### config.mk
export PLATFORM = sky130hd
export DESIGN_NAME = byte_striping
export DESIGN_NICKNAME = d
export VERILOG_FILES = /design/src/rtl/byte_striping_pkg.sv /design/src/rtl/byte_striping_lane_reg.sv /design/src/rtl/byte_striping.sv
export SDC_FILE = /design/constraint.sdc
export NUM_CORES = 1
export LEC_CHECK = 0
export ABC_CLOCK_PERIOD_IN_PS = 1400
export CORE_MARGIN = 2
export CORE_UTILIZATION = 46
export CTS_CLUSTER_SIZE = 24
export DETAILED_ROUTE_END_ITERATION = 8
export GPL_TIMING_DRIVEN = 0
export PLACE_DENSITY = 0.83
export SKIP_CTS_REPAIR_TIMING = 1
export SLEW_MARGIN = 20
export SYNTH_ARGS = -nofsm -noshare
export SYNTH_HDL_FRONTEND = slang
export SYNTH_SLANG_ARGS = --single-unit
export TNS_END_PERCENT = 5
### constraint.sdc
create_clock -name clk_2f -period 1.4 [get_ports clk_2f]
set_input_delay 0.28 -clock clk_2f [delete_from_list [all_inputs] [get_ports clk_2f]]
set_output_delay 0.28 -clock clk_2f [all_outputs]
set_load 0.01 [all_outputs]
### src/rtl/byte_striping_pkg.sv
// Shared types and constants for the two-lane byte striper.
package byte_striping_pkg;

    localparam int DATA_W_DEFAULT = 8;

    // K28.5 comma, used as the idle fill when the idle-fill build is selected.
    localparam logic [7:0] IDLE_SYMBOL = 8'hBC;
    localparam logic [7:0] ZERO_FILL   = 8'h00;

    // IDLE: nothing pending. HALF: lane 0 byte held in pend_q, waiting for lane 1.
    typedef enum logic {
        IDLE = 1'b0,
        HALF = 1'b1
    } state_t;

endpackage

### src/rtl/byte_striping_lane_reg.sv
// One lane output register: load a launched word, clear to the fill value,
// or hold the current word.
module byte_striping_lane_reg #(
    parameter int DATA_W = 8
) (
    input  logic              clk_2f,
    input  logic              reset,
    input  logic [DATA_W-1:0] fill,
    input  logic              load,
    input  logic              clear,
    input  logic [DATA_W-1:0] din,
    input  logic              vin,
    output logic [DATA_W-1:0] data_q,
    output logic              valid_q
);

    // Load has priority over clear; with neither, the lane word is held.
    always_ff @(posedge clk_2f) begin
        if (reset) begin
            data_q  <= fill;
            valid_q <= 1'b0;
        end else if (load) begin
            data_q  <= din;
            valid_q <= vin;
        end else if (clear) begin
            data_q  <= fill;
            valid_q <= 1'b0;
        end
    end

endmodule

### src/rtl/byte_striping.sv
// Transmit-side byte striper: splits one byte stream at the clk_2f rate into
// two lanes, each word held for two clk_2f cycles (the clk_f rate).
// Lane 0 carries the even byte of a pair, lane 1 the odd byte.
//
// Handshake: valid-only, no ready. data_in is consumed on every edge where
// valid_in=1 and is ignored otherwise. valid_stripe_0/1 qualify the lane data;
// valid_stripe_1=1 implies valid_stripe_0=1.
//
// Build option: define BYTE_STRIPING_IDLE_FILL_EN to fill idle lanes (reset,
// idle, lane 1 of a partial pair) with 0xBC instead of 0x00.
module byte_striping
    import byte_striping_pkg::*;
#(
    parameter int DATA_W = DATA_W_DEFAULT
) (
    input  logic              clk_2f,
    input  logic              reset,
    input  logic [DATA_W-1:0] data_in,
    input  logic              valid_in,
    output logic [DATA_W-1:0] data_stripe_0,
    output logic [DATA_W-1:0] data_stripe_1,
    output logic              valid_stripe_0,
    output logic              valid_stripe_1,
    output state_t            state_dbg
);

`ifdef BYTE_STRIPING_IDLE_FILL_EN
    localparam logic [DATA_W-1:0] FILL = DATA_W'(IDLE_SYMBOL);
`else
    localparam logic [DATA_W-1:0] FILL = DATA_W'(ZERO_FILL);
`endif

    state_t            state_q;
    state_t            state_d;
    logic [DATA_W-1:0] pend_q;
    logic              hold_q;

    logic              pend_load;
    logic              launch;
    logic              clear;
    logic [DATA_W-1:0] lane1_din;
    logic              lane1_vin;

    // Next state and lane controls: HALF always launches, IDLE clears the
    // lanes once the two-cycle hold of the previous launch has elapsed.
    always_comb begin
        state_d   = state_q;
        pend_load = 1'b0;
        launch    = 1'b0;
        clear     = 1'b0;
        lane1_din = FILL;
        lane1_vin = 1'b0;
        case (state_q)
            IDLE: begin
                clear = !hold_q;
                if (valid_in) begin
                    pend_load = 1'b1;
                    state_d   = HALF;
                end
            end
            HALF: begin
                launch  = 1'b1;
                state_d = IDLE;
                if (valid_in) begin
                    lane1_din = data_in;
                    lane1_vin = 1'b1;
                end
            end
            default: state_d = IDLE;
        endcase
    end

    // State, pending lane 0 byte and the one-cycle hold marker after a launch.
    always_ff @(posedge clk_2f) begin
        if (reset) begin
            state_q <= IDLE;
            pend_q  <= '0;
            hold_q  <= 1'b0;
        end else begin
            state_q <= state_d;
            hold_q  <= launch;
            if (pend_load) begin
                pend_q <= data_in;
            end
        end
    end

    assign state_dbg = state_q;

    byte_striping_lane_reg #(.DATA_W(DATA_W)) u_lane_0 (
        .clk_2f  (clk_2f),
        .reset   (reset),
        .fill    (FILL),
        .load    (launch),
        .clear   (clear),
        .din     (pend_q),
        .vin     (1'b1),
        .data_q  (data_stripe_0),
        .valid_q (valid_stripe_0)
    );

    byte_striping_lane_reg #(.DATA_W(DATA_W)) u_lane_1 (
        .clk_2f  (clk_2f),
        .reset   (reset),
        .fill    (FILL),
        .load    (launch),
        .clear   (clear),
        .din     (lane1_din),
        .vin     (lane1_vin),
        .data_q  (data_stripe_1),
        .valid_q (valid_stripe_1)
    );

endmodule

==> metrics.md <==
| Metric | Value |
|---|---|
| Outcome | complete, no violations |
| Post-DRT Antenna Nets | 0 |
| Clock share of power | between 20% and 30% |
| Post-synth EDFFs | 0 |
| Final Slew Violations | 0 |
| Pwr dens | 906.3 mW/mm2 |
| Die height | 53.29 um |
| DR iter-0 viols | 13 |
| RSZ-0062 raised after global routing | no |
| Total Power | 1.388 mW |
| Layout cells sized above 1 | 10.60% |
| Grt total ovfl | 0 |
| Ys async rst share | 0% |
| Layout net count | about 160 |
| Skew-Pair Late Insertion Delay | between 0.3 and 0.4 ns |
| Vias | 960 |
| Ant diodes | 0 |
| Final Core Density | 67.92% |
| Layout area overhead | 37.07% |
| Dpl hpwl | 1842 um |
| CP Data Required Time | 1.62 ns |
| Final worst path period share | 86.93% |
| Max cap viols | 0 |
| Net Sw Power | around 0.32 mW |
| Reg2Reg Setup Slack | 0.25 ns |
| Worst min-delay path endpoint | u_lane_0.data_q[1] |
| Number of remaining DRC errors | 0 |
| Final GP Congestion | roughly 0.80 |
| FF-to-FF path depth | 4 |
| Crit path max-delay cell type | clkdlybuf4s50_1 |
| Final setup vio count | 0 |
| RR Startpoint | state_dbg |
| # fillers | 190 |
| TritonRoute pass-1 iters | 4 |
| Layout Skew | 0.007501 ns |
| Root buffer cell | clkbuf_4 |
| Vias in the first global route | roughly 890 |
| Core Rows | 17 |
| Synth area leader | dfxtp_1 |
| Top_reg_cell synth | dfxtp_1 |
| Distinct cells, synth | 15 |
| Synth Register Bits | 28 |
| Part of the power in registers | 60.4% |
| Routed WL per cell | 14.38 um |
| Cells after Synth | 118 |
| Mapped cell area | 0.001117 mm2 |
| Port Buffers | 29 |
| CTS H-tree lvls | 1 |
| CTS Buf Count | 3 |
| Combinational cell fraction of total power | 11.7% |
| Fmax | 821.7 MHz |
| Worst path cell trace | clkdlybuf4s50_1 > clkbuf_2 > buf_2 > nor2b_1 |
| Hold Path Class | reg2reg |
| Bufs on Longest Clock Path | 2 |
| Initial Utilization | 49.56% |
| RR Endpoint | u_lane_0.data_q[3] |
| Post-Syn Nets | 129 |
| Die width | 53.29 um |
| Total track usage | between 10% and 20% |
| Die Area | roughly 0.0028 mm2 |
| Final WL | 2574 um |
| First-pass GRT wire length | approximately 4000 um |
| Ports | 30 |
| Internal Power | 1.068 mW |
| Core area | between 0.002 and 0.0025 mm2 |
| Leak | 0.8554 nW |
| Reg clk slew, reported paths | 0.14 ns |
| Post-DR vias/cell | 5.363 |
| Crit Path Class | in2reg |
| Num Clock Sinks | 28 |
| Startpoint Class | input pin |
| Worst Path Arrival | approximately 1.4 ns |
| Hold depth | 2 |
| Worst VDD drop | 0.5965 mV |
| Synth area leaders | dfxtp_1, nand3b_1, a21oi_1 |
| Hold_sp | pend_q[1] |
| Final critical-path required period | 1.217 ns |
| Switching Fraction | between 20% and 30% |
| Mapped Avg Cell Area | around 9.5 um2 |
| Slew @ Worst Pin | 0.2517 ns |
| Relative slew margins | slightly above 80% |
| Crit path largest cell delay | 0.61 ns |
| Critical path fanouts, max | 10 |
| Final hold vios | 0 |
| Post-synth top area share | 50.17% |
| CP Capture Type | flip-flop |
| Ys Warns | 0 |
| Largest net degree at the start of global routing | 16 |
| Post-synthesis sequential area ratio | between 50% and 60% |
| Initial antenna violation count | 0 |
| CTS tree | built |
==> through the flow <==
step                setup slack, ns  cells  cell area [um2]  setup TNS [ns]  hold slack [ns]
detailed placement          -0.2633    175             1443          -5.868           0.4553
finish                       0.1830    179             1531               0           0.4696
global placement            -0.2054    175             1443          -4.744           0.4465
floorplan                    0.3467    118             1117               0           0.4275
global route                0.09885    179             1531               0           0.4915
CTS                         -0.3256    179             1479          -2.339           0.4746
==> cell usage after synthesis, types with 2 or more instances <==
| cell type | count |
|---|---|
| nand2b_1 | 8 |
| buf_4 | 4 |
| dfxtp_1 | 28 |
| or4bb_1 | 8 |
| a21oi_1 | 18 |
| o21ai_0 | 7 |
| nand2_1 | 9 |
| nor2b_1 | 2 |
| nand3b_1 | 17 |
| nand3_1 | 8 |
| buf_2 | 5 |
==> power by group through the flow <==
stage / Combinational, mW / Clock [mW] / Sequential (mW)
after floorplan: 0.0825 / 0 / 0.857
after global placement: 0.161 / 0 / 0.854
after detailed placement: 0.164 / 0 / 0.856
after CTS: 0.165 / 0.398 / 0.839
after global routing: 0.176 / 0.426 / 0.842
final: 0.162 / 0.388 / 0.838
==> registers in the layout, summed over array words and instances (netlist names) <==
| name | flops |
|---|---|
| u_lane_0.data_q | 8 |
| pend_q | 8 |
| u_lane_1.data_q | 8 |
| u_lane_1.valid_q | 1 |
| state_dbg | 1 |
| hold_q | 1 |
| u_lane_0.valid_q | 1 |
==> worst max-delay path: cells and delay by family <==
kind,cells,cell delay [ns]
AND/OR/NAND/NOR,1,0.07
buffers and inverters,3,1.09
==> placed cells by master, fill, tap and decap left out <==
cell	count
a21oi_1	18
and2b_4	1
buf_2	5
buf_4	4
clkbuf_2	1
clkbuf_4	3
clkbuf_8	1
clkdlybuf4s50_1	10
dfxtp_1	27
dfxtp_4	1
dlymetal6s2s_1	19
nand2_1	9
nand2b_1	8
nand3_1	8
nand3b_1	17
nor2_1	1
nor2b_1	2
o21ai_0	7
o21ai_1	1
or4bb_1	8
==> routing by layer <==
layer	GRT usage [%]	share of wire, %	vias to the layer above
met2	33.54	48	31
met4	6.410	0.35	0
met1	24.69	45	447
met5	0	0	-
met3	3.672	6.0	2
li1	-	-	480
==> how the worst max path moves through the flow <==
stage,depth (start not counted),endpoint,from
6_report,4,state_dbg,reset
5_1_grt,4,u_lane_1.data_q[1],reset
4_1_cts,1,state_dbg,state_dbg
3_5_place_dp,4,u_lane_0.data_q[3],reset
3_3_place_gp,4,hold_q,reset
2_1_floorplan,3,state_dbg,state_dbg
==> cells by family after synthesis <==
| logic type | after synthesis | synth area share [%] |
|---|---|---|
| flip-flops | 28 | 50.17 |
| AND/OR/NAND/NOR | 54 | 32.92 |
| buffers and inverters | 10 | 5.263 |
| AO/OA/AOI/OAI | 26 | 11.65 |
==> final cells by class <==
type,count,area (um2),area share [%]
plain buffers,10,60.06,3.922
clock buffers,4,36.28,2.369
multi-input cells,80,498.0,32.52
flip-flops and latches,28,564.3,36.85
well taps,28,35.03,2.288
repair buffers,29,337.8,22.06
No activity file was read; power rests on OpenSTA's default activity.
